$ cat config.mk
export PLATFORM = sky130hd
export DESIGN_NAME = signed_seq_divider
export DESIGN_NICKNAME = d
export VERILOG_FILES = /design/src/rtl/signed_seq_divider.sv
export SDC_FILE = /design/constraint.sdc
export NUM_CORES = 1
export LEC_CHECK = 0
export ABC_AREA = 1
export CAP_MARGIN = 25
export CELL_PAD_IN_SITES_DETAIL_PLACEMENT = 0
export CELL_PAD_IN_SITES_GLOBAL_PLACEMENT = 1
export CORE_UTILIZATION = 52
export CTS_BUF_LIST = sky130_fd_sc_hd__clkbuf_4 sky130_fd_sc_hd__clkbuf_8
export CTS_CLUSTER_SIZE = 30
export DETAILED_ROUTE_END_ITERATION = 12
export DONT_BUFFER_PORTS = 1
export PLACE_DENSITY = 0.9
export SYNTH_ARGS = -nofsm -noshare
export SYNTH_HDL_FRONTEND = slang
export SYNTH_SLANG_ARGS = --single-unit
$ cat constraint.sdc
create_clock -name clk -period 5.4 [get_ports clk]
set_clock_uncertainty 0.05 [all_clocks]
set_input_delay 1.08 -clock clk [delete_from_list [all_inputs] [get_ports clk]]
set_output_delay 1.08 -clock clk [all_outputs]
set_load 0.03 [all_outputs]
$ cat src/rtl/signed_seq_divider.sv
// Signed restoring divider, one quotient bit per cycle; out_valid appears WIDTH+2 edges after accept, counting the accept edge.
// Blocking: one operation in flight; results hold in DONE until out_ready. Optional flags under `DIV_FLAGS_EN`.
module signed_seq_divider #(
    parameter int WIDTH = 8
) (
    input  logic             clk,
    input  logic             rst_n,
    input  logic             in_valid,
    output logic             in_ready,
    input  logic [WIDTH-1:0] dividend,
    input  logic [WIDTH-1:0] divisor,
    output logic             out_valid,
    input  logic             out_ready,
    output logic [WIDTH-1:0] quotient,
    output logic [WIDTH-1:0] remainder
`ifdef DIV_FLAGS_EN
    ,
    output logic             div_by_zero,
    output logic             overflow
`endif
);

    localparam int CW = (WIDTH > 2) ? $clog2(WIDTH) : 1;
    localparam logic [CW-1:0] CNT_INIT = CW'(WIDTH - 1);
    localparam logic [CW-1:0] CNT_ONE  = CW'(1);

    typedef enum logic [1:0] {IDLE, CALC, FIX, DONE} state_t;

    state_t           state, state_nxt;
    logic [WIDTH-1:0] acc;       // dividend bits shift out the top, quotient bits shift in the bottom
    logic [WIDTH-1:0] div_mag;
    logic [WIDTH-1:0] rem;
    logic [CW-1:0]    cnt;
    logic             q_neg;
    logic             r_neg;
    logic             accept;
    logic [WIDTH:0]   part;
    logic [WIDTH:0]   diff;
    logic             q_bit;

    function automatic logic [WIDTH-1:0] mag(input logic [WIDTH-1:0] v);
        return v[WIDTH-1] ? ('0 - v) : v;
    endfunction

    assign in_ready  = (state == IDLE);
    assign out_valid = (state == DONE);
    assign accept    = in_valid && (state == IDLE);

    // A borrow out of the top bit means the partial remainder was below the divisor.
    assign part  = {rem, acc[WIDTH-1]};
    assign diff  = part - {1'b0, div_mag};
    assign q_bit = ~diff[WIDTH];

    always_ff @(posedge clk or negedge rst_n) begin
        if (!rst_n) begin
            state <= IDLE;
        end else begin
            state <= state_nxt;
        end
    end

    always_comb begin
        state_nxt = state;
        case (state)
            IDLE: if (in_valid) state_nxt = CALC;
            CALC: if (cnt == '0) state_nxt = FIX;
            FIX:  state_nxt = DONE;
            DONE: if (out_ready) state_nxt = IDLE;
            default: state_nxt = IDLE;
        endcase
    end

    always_ff @(posedge clk or negedge rst_n) begin
        if (!rst_n) begin
            acc       <= '0;
            div_mag   <= '0;
            rem       <= '0;
            cnt       <= '0;
            q_neg     <= 1'b0;
            r_neg     <= 1'b0;
            quotient  <= '0;
            remainder <= '0;
        end else begin
            if (accept) begin
                acc     <= mag(dividend);
                div_mag <= mag(divisor);
                rem     <= '0;
                cnt     <= CNT_INIT;
                q_neg   <= dividend[WIDTH-1] ^ divisor[WIDTH-1];
                r_neg   <= dividend[WIDTH-1];
            end
            if (state == CALC) begin
                rem <= q_bit ? diff[WIDTH-1:0] : part[WIDTH-1:0];
                acc <= {acc[WIDTH-2:0], q_bit};
                cnt <= cnt - CNT_ONE;
            end
            if (state == FIX) begin
                quotient  <= q_neg ? ('0 - acc) : acc;
                remainder <= r_neg ? ('0 - rem) : rem;
            end
        end
    end

`ifdef DIV_FLAGS_EN
    logic ovf_pend;

    always_ff @(posedge clk or negedge rst_n) begin
        if (!rst_n) begin
            ovf_pend    <= 1'b0;
            div_by_zero <= 1'b0;
            overflow    <= 1'b0;
        end else begin
            if (accept) begin
                ovf_pend    <= (dividend == {1'b1, {(WIDTH-1){1'b0}}}) && (divisor == '1);
                div_by_zero <= 1'b0;
                overflow    <= 1'b0;
            end
            if (state == FIX) begin
                div_by_zero <= (div_mag == '0);
                overflow    <= ovf_pend;
            end
        end
    end
`endif

endmodule

==> impl_metrics.py <==
metrics = {
    "placed_design": {
        "io_buffers": 0,
        "placed_cells": 471,
        "hpwl_mm": 4.97,
        "routabilityCongestion": 0.807,
    },
    "setup_path": {
        "reg2reg_depth": 8,
        "crit_fanout": 4,
        "r2r-start": "state[0]",
        "worstSetupStartpointType": "flip-flop",
        "cp.required_ps": 4270,
        "critical_path.endpoint_type": "output pin",
        "crit_type": "reg -> out",
        "arrival_ps": 1230,
        "cp-startpoint": "state[1]",
    },
    "cts": {
        "clk_path_buf_depth": 2,
        "cts-hold-fix-buffers": 0,
        "post_cts_resized": 0,
        "cts_tree": "done",
        "cts_setup_buffers": 0,
        "cts_sinks": 47,
        "cts-root-buf": "clkbuf_8",
        "cts_buffers": 5,
        "clk_latency_ps": 300,
        "clk_pin_slew_worst_paths_ps": 90,
        "h-tree-depth": 2,
    },
    "global_route": {
        "grt_pass1_wl_mm": 11.3,
        "grt_max_degree": 48,
        "overflow": 0,
        "antenna_found_initial": 0,
        "track_usage_pct": 23.4,
        "first_global_vias": 2464,
    },
    "synth": {
        "yosysWarnings": 0,
        "synth-seq-area-share_pct": 38.1,
        "syn_area_per_cell_um2": 7.59,
        "synth_area_mm2": 0.00309,
        "postSynthCellCount": 407,
        "ys_ff_latch": 47,
        "syn-num-nets": 446,
        "ys_types": 35,
    },
    "detailed_routing": {
        "vias_per_cell": 5.22,
        "drt_iter0_drc": 134,
        "vias": 2499,
        "first_pass_iters": 4,
        "drt_wl_total_mm": 6.45,
        "ant_nets": 0,
        "drcViolationCount": 0,
        "wl_per_cell_um": 13.5,
    },
    "sta": {
        "fin_crit_sh_pct": 43.7,
        "slew_violations": 0,
        "fmax_mhz": 424,
        "setup-tns-final_ps": 0,
        "rsz0062_at_grt": "no",
        "setup_viol": 0,
        "max_slew_margin_pct": 56.8,
        "worst_pin_slew_ps": 648,
        "min_period_ps": 2360,
        "hold_violations": 0,
    },
    "floorplan": {
        "initial_core_util_pct": 55.1,
        "die_w_um": 79.1,
        "die_h_um": 79.1,
        "io_pins": 38,
        "die_area_mm2": 0.00625,
        "num_rows": 27,
        "coreArea_mm2": 0.00561,
    },
    "power_and_ir_drop": {
        "p_per_area_mw_per_mm2": 718,
        "leakagePower_uw": 0.00173,
        "power.total_uw": 2360,
        "ir_drop_uv": 360,
    },
    "final_layout": {
        "layout_commonest_cell": "nand2_1",
        "n_antenna_cell": 0,
        "mostFrequentLayoutCells": "112 x nand2_1, 59 x inv_1, 47 x dfrtp_1, 34 x nand3_1, 21 x nor2_1",
        "fin_nets": 445,
        "stdcell_count": 479,
        "drive_gt1_share_pct": 8.35,
        "syn_to_final_growth_pct": 6.24,
    },
    "run": {
        "maxCapViolCount": 0,
    },
    "hold_path": {
        "hold_class": "in -> async",
    },
    "status": {
        "outcome": "finished clean",
    },
}
-- final timing paths --
kind                                    to  slack, ps
worst max-delay path              in_ready       3040
worst min-delay path                rem[2]        410
worst max register to register      acc[5]       3130
worst min register to register  div_mag[4]        450
max in group asynchronous         state[0]       4790
min in group clk                div_mag[4]        450
-- critical path: stages (launching register included) --
cell	delay (ps)
dfrtp_1	400
inv_1	110
ha_1	420
-- report_power, final --
group | switching (uW) | internal [uW] | total (uW)
Clock | 129 | 188 | 317
Sequential | 256 | 516 | 773
Combinational | 805 | 462 | 1270
-- synthesized netlist by cell type --
library cell / n / area (um^2)
nand2_1: 112 / 420
inv_1: 59 / 221
dfrtp_1: 47 / 1180
nand3_1: 34 / 170
nor2_1: 21 / 78.8
ha_1: 18 / 225
o21ai_1: 17 / 85.1
xor2_1: 17 / 149
o21ai_0: 16 / 80.1
inv_2: 9 / 33.8
a21oi_1: 7 / 35.0
nand2_4: 6 / 67.6
o221ai_1: 6 / 52.6
clkbuf_1: 4 / 15.0
buf_2: 3 / 15.0
nand2_2: 3 / 18.8
nand3_2: 3 / 30.0
nand3b_1: 3 / 22.5
a22oi_1: 2 / 15.0
nand4_1: 2 / 12.5
o211ai_1: 2 / 15.0
o22ai_1: 2 / 12.5
or2_1: 2 / 12.5
a21oi_4: 1 / 16.3
buf_4: 1 / 7.51
fa_1: 1 / 20.0
nand3_4: 1 / 17.5
nor2_2: 1 / 6.26
nor2_4: 1 / 11.3
nor3_1: 1 / 5.00
o21bai_1: 1 / 7.51
o31ai_1: 1 / 7.51
o41ai_1: 1 / 8.76
or2_4: 1 / 8.76
xnor2_1: 1 / 8.76
-- kinds of logic after synthesis --
group / Yosys count / synth area share, %
flops: 47 / 38.1
buf+inv: 76 / 9.48
compound gates: 56 / 10.9
fa+ha+maj: 19 / 7.94
simple gates: 191 / 28.6
xor+xnor: 18 / 5.10
-- final cells by class --
type	instances	area (um^2)
sequential	47	1180
multi-input combinational	284	1620
tap	72	90.1
clock inverter	3	71.3
inverter	68	255
fill	539	2330
clock buffer	5	68.8
-- flip-flops by register name, summed over array words and instances (netlist names) --
register	cells
quotient	8
div_mag	8
rem	8
r_neg	1
q_neg	1
state	2
acc	8
remainder	8
cnt	3
-- routing by layer --
layer | vias to the layer above | wire length, um | track usage (%)
li1 | 1294 | - | -
met1 | 1131 | 3050 | 30.6
met2 | 66 | 2970 | 38.5
met3 | 8 | 329 | 5.06
met4 | 0 | 91 | 7.09
met5 | - | 0 | 0
-- metrics by stage --
step / area [um^2] / worst slack [ps] / hold slack [ps] / utilization (%)
after floorplan: 3090 / 3340 / 396 / -
after global placement: 3140 / 2990 / 424 / 56.0
after detailed placement: 3140 / 2900 / 437 / 56.0
after CTS: 3280 / 3030 / 396 / 58.5
after global routing: 3280 / 2900 / 384 / 58.5
final: 3280 / 3040 / 407 / 58.5
No activity file was read; power rests on OpenSTA's default activity.
==> RTL change 1 (config.mk and constraints unchanged) <==
`WIDTH`: 8 -> 16.
--- a/src/rtl/signed_seq_divider.sv
+++ b/src/rtl/signed_seq_divider.sv
@@ -2,5 +2,5 @@
 // Blocking: one operation in flight; results hold in DONE until out_ready. Optional flags under `DIV_FLAGS_EN`.
 module signed_seq_divider #(
-    parameter int WIDTH = 8
+    parameter int WIDTH = 16
 ) (
     input  logic             clk,
Ports: changed (resized dividend, divisor, quotient and remainder); port bits go from 38 to 70. The function was not compared with the original's and may differ.
==> RTL change 1 against the unedited design <==
Critical path depth increased by 7. Wire length up 140%. Non-clock buffer count grew 4. Combinational power up 110%. Area after synthesis is 98% higher. Final area up 96%. Sequential cell count is 41 higher. Worst setup slack worse by 0.65 ns. Total power increased by 95%. Largest cell class unchanged.
==> RTL change 1: results <==
export IMPL_outcome="completed"
export IMPL_ctsResizeCount=0
export IMPL_yosys_top_cells_area="dfrtp_1, nand2_1, inv_1"
export IMPL_port_buffers=0
export IMPL_placed_area_um2=6225
export IMPL_wl_per_cell_um=14.83
export IMPL_yosysUniqueCellTypes=36
export IMPL_cts_setup_buffers=0
export IMPL_antenna_cells=0
export IMPL_cp_data_arrival_time_ns=3.24
export IMPL_ctsHtreeMaxLevel=3
export IMPL_ant_nets=0
export IMPL_async_flop_share_pct=100.0
export IMPL_ff2ff_path_depth=9
export IMPL_drive_gt1_share_pct=5.006
export IMPL_ir_worst_vdd_v=0.0003775
export IMPL_p_int_mw=2.137
export IMPL_syn_nets=943
export IMPL_synthTopCellsByCount="nand2_1, inv_1, dfrtp_1, nand3_1, nor2_1"
export IMPL_grt_pass1_vias=5109
export IMPL_grt_max_degree=89
export IMPL_hold_class="primary input to async pin"
export IMPL_grtUsageTotal_pct=26.39
export IMPL_cts_buffers=9
export IMPL_routabilityCongestion=0.8798
export IMPL_clk_latency_ns=0.39
export IMPL_antenna_found_initial=0
export IMPL_cp_end_kind="register"
export IMPL_grt_remaining_overflow=0
export IMPL_p_leak_nw=3.438
export IMPL_cts_root_buf="clkbuf_8"
export IMPL_dpl_hpwl_mm=11.82
export IMPL_avgViaCountPerCell=5.412
export IMPL_synthFlopType="dfrtp_1"
export IMPL_clk_path_buf_depth=2
export IMPL_path_clk_slew_ns=0.10
export IMPL_first_pass_iters=5
export IMPL_startpoint="state[1]$_DFFE_PN0P_"
export IMPL_tightest_slew_ns=0.8338
export IMPL_ys_seq_area_share_pct=36.09
export IMPL_r2r_slack_ns=2.39
export IMPL_grt_pass1_wl_mm=24.20
export IMPL_drt_iter0_drc=311
export IMPL_worst_r2r_endpoint="acc[13]$_DFFE_PN0P_"
export IMPL_crit_fanout=31
export IMPL_yosysWarnings=0
[RTL change 1: changes by cell type after synthesis, moves of 9 or more]
cell      before  now
o21ai_1       17    0
a21oi_1        7   19
o21ai_0       16   56
nand2_1      112  281
dfrtp_1       47   88
nand3_1       34   84
xor2_1        17   37
nand4_1        2   11
nor2_1        21   57
clkbuf_1       4   15
inv_1         59  129
[RTL change 1: layer usage]
layer	global-route usage, %	vias up	share of wire, %
li1	-	2789	-
met1	33.18	2578	44
met2	44.59	139	48
met3	5.526	25	5.2
met4	9.586	0	2.4
met5	0	-	0
[RTL change 1: how the worst min path moves through the flow]
stage,end,slack [ns],cells after the start
2_1_floorplan,cnt[3]$_DFFE_PN0P_,0.39,1
5_1_grt,remainder[12]$_DFFE_PN0P_,0.31,0
4_1_cts,rem[6]$_DFFE_PN0P_,0.31,0
6_report,rem[5]$_DFFE_PN0P_,0.33,0
3_3_place_gp,cnt[3]$_DFFE_PN0P_,0.41,1
3_5_place_dp,cnt[3]$_DFFE_PN0P_,0.41,1
[RTL change 1: stage by stage]
step	setup slack, ns	instances
after floorplan	3.178	881
final	2.391	1022
after CTS	2.401	1022
after detailed placement	2.286	1006
after global placement	2.315	1006
after global routing	2.085	1022
[RTL change 1: cell type report]
cell class / instances / area [µm²]
Multi-Input combinational cell: 641 / 3326
Sequential cell: 88 / 2202
Inverter: 130 / 488.0
Timing Repair Buffer: 4 / 30.03
Tap cell: 143 / 178.9
Fill cell: 1131 / 4971
Clock inverter: 7 / 98.84
Clock buffer: 9 / 123.9
[RTL change 1: worst max-delay path, cell delays in order, from the launching register on]
cell,delay (ns)
dfrtp_1,0.41
inv_1,0.11
ha_1,0.42
nand2_1,0.61
inv_1,0.42
nor2_1,0.11
buf_4,0.25
inv_1,0.19
o22ai_1,0.10
a31o_2,0.23
[RTL change 1: logic make-up after synthesis]
kind of cell | synth area share (%)
xor gates and xnor gates | 5.885
DFF | 36.09
buffers and inverters | 9.411
AOI/OAI and AO/OA | 9.617
and+or+nand+nor | 33.55
adders and majority gates | 5.454
[RTL change 1: power by group through the flow]
stage / sequential, mW / combinational (mW) / clock [mW]
floorplan: 1.37 / 2.07 / 0
finish: 1.47 / 2.61 / 0.524
global route: 1.51 / 2.95 / 0.556
detailed placement: 1.48 / 2.59 / 0
CTS: 1.47 / 2.60 / 0.533
global placement: 1.48 / 2.53 / 0
==> RTL change 2 (same flow settings) <==
Without the edit above. Re-encode `state_t` (4 states) as Gray code, 2 bits wide.
--- a/src/rtl/signed_seq_divider.sv
+++ b/src/rtl/signed_seq_divider.sv
@@ -25,5 +25,5 @@
     localparam logic [CW-1:0] CNT_ONE  = CW'(1);
 
-    typedef enum logic [1:0] {IDLE, CALC, FIX, DONE} state_t;
+    typedef enum logic [1:0] {IDLE = 2'b00, CALC = 2'b01, FIX = 2'b11, DONE = 2'b10} state_t;
 
     state_t           state, state_nxt;
Formal check against the unedited RTL: same outputs for any inputs over 10 cycles, from zero or initial values and one cycle with rst_n low; not proved beyond that.
==> RTL change 2 against the unedited design <==
Clock power decreased by 16%. Total power is 4.9% lower. Worst setup slack got worse by 0.12 ns. Wire length fell by 3.8%. Worst hold slack got worse by 0.0023 ns. Area after synthesis down 3.6%. Final cell count shrank 3.5%. Sequential cell count did not move. Final area decreased by 4.7%. Count of clock-buffer cells in the layout did not move. Sequential power grew 2%. Register-to-register slack better by 0.12 ns.
==> RTL change 2: results <==
export IMPL_ctsHtreeMaxLevel=2
export IMPL_maxCapViolCount=0
export IMPL_first_pass_iters=4
export IMPL_yosysUniqueCellTypes=34
export IMPL_ff2ff_path_depth=13
export IMPL_place_ws_ns=3.206
export IMPL_fin_nets=424
export IMPL_hold_slack_ns=0.4045
export IMPL_final_hold_viol_count=0
export IMPL_r2r_start="acc[7]$_DFFE_PN0P_"
export IMPL_clk_latency_ns=0.31
export IMPL_cp_data_arrival_time_ns=1.36
export IMPL_crit_fanout=5
export IMPL_yosysWarnings=0
export IMPL_dpl_hpwl_mm=4.761
export IMPL_cts_root_buf="clkbuf_8"
export IMPL_antenna_cells=0
export IMPL_grt_pass1_vias=2260
export IMPL_ctsResizeCount=0
export IMPL_async_flop_share_pct=100.0
export IMPL_cts_buffers=5
export IMPL_grtUsageTotal_pct=22.91
export IMPL_path_clk_slew_ns=0.10
export IMPL_port_buffers=0
export IMPL_cp_slowest_cell="dfrtp_1"
export IMPL_cts_setup_buffers=0
export IMPL_p_leak_nw=1.626
export IMPL_drt_iter0_drc=142
export IMPL_yosys_top_cells_area="dfrtp_1, nand2_1, inv_1"
export IMPL_drive_gt1_share_pct=5.385
export IMPL_tightest_slew_ns=0.8315
export IMPL_hold_class="primary input to async pin"
export IMPL_r2r_slack_ns=3.25
export IMPL_ys_seq_area_share_pct=39.50
export IMPL_grt_max_degree=48
export IMPL_grt_pass1_wl_mm=10.71
export IMPL_routabilityCongestion=0.8474
export IMPL_ir_worst_vdd_v=0.0004174
export IMPL_outcome="completed"
export IMPL_clk_path_buf_depth=2
export IMPL_avgViaCountPerCell=5.145
export IMPL_slowest_delay_ns=0.51
export IMPL_crit_family="flip-flops"
export IMPL_drt_total_wl_mm=6.199
export IMPL_syn_nets=425
export IMPL_worst_r2r_endpoint="rem[0]$_DFFE_PN0P_"
export IMPL_antenna_found_initial=0
export IMPL_switching_power_mw=1.133
export IMPL_synthTopCellsByCount="nand2_1, inv_1, dfrtp_1, nand3_1, o21ai_0"
## RTL change 2: kinds of logic (layout without fill, tap and decap cells)
family | count (synthesis) | in the layout | synth area share [%]
AND/OR/NAND/NOR | 184 | 184 | 27.65
buffers and inverters | 66 | 66 | 9.286
AO/OA/AOI/OAI | 60 | 60 | 11.72
flip-flops | 47 | 47 | 39.50
XOR/XNOR | 18 | 18 | 5.294
adder cells (fa/ha/maj) | 15 | 15 | 6.555
## RTL change 2: worst max path at each step
stage	start	to	slack (ns)
floorplan	state[1]$_DFFE_PN0P_	out_valid	3.30
finish	state[1]$_DFFE_PN0P_	out_valid	2.91
global placement	in_valid	acc[6]$_DFFE_PN0P_	3.24
CTS	state[1]$_DFFE_PN0P_	out_valid	2.91
global route	state[1]$_DFFE_PN0P_	out_valid	2.82
detailed placement	in_valid	acc[6]$_DFFE_PN0P_	3.21
## RTL change 2: power by group through the flow
stage	sequential, mW	combinational, mW	clock (mW)
floorplan	0.747	1.00	0
global placement	0.794	1.17	0
detailed placement	0.797	1.19	0
CTS	0.791	1.20	0.274
global route	0.814	1.39	0.286
finish	0.789	1.19	0.267
## RTL change 2: per-layer routing
metal  wire length (µm)  GRT usage (%)  vias to the layer above  part of all wire [%]
li1                   -              -                     1259                     -
met2               2845          36.90                       49                    46
met5                  0              0                        -                     0
met4                 57          6.226                        0                  0.92
met1               3062          31.22                     1065                    49
met3                234          4.706                        4                   3.8
## RTL change 2: cell type report
class                   count  area (µm²)
clock buffers               5       68.82
clock inverters             3       46.29
flip-flops and latches     47        1176
inverters                  58       222.7
fillers                   524        2377
multi-input cells         277        1525
well taps                  72       90.09
## RTL change 2: through the flow
step                      cells  area [µm²]
after floorplan             390        2978
after global placement      454        3014
after detailed placement    454        3014
after CTS                   462        3129
after global routing        462        3129
final                       462        3129
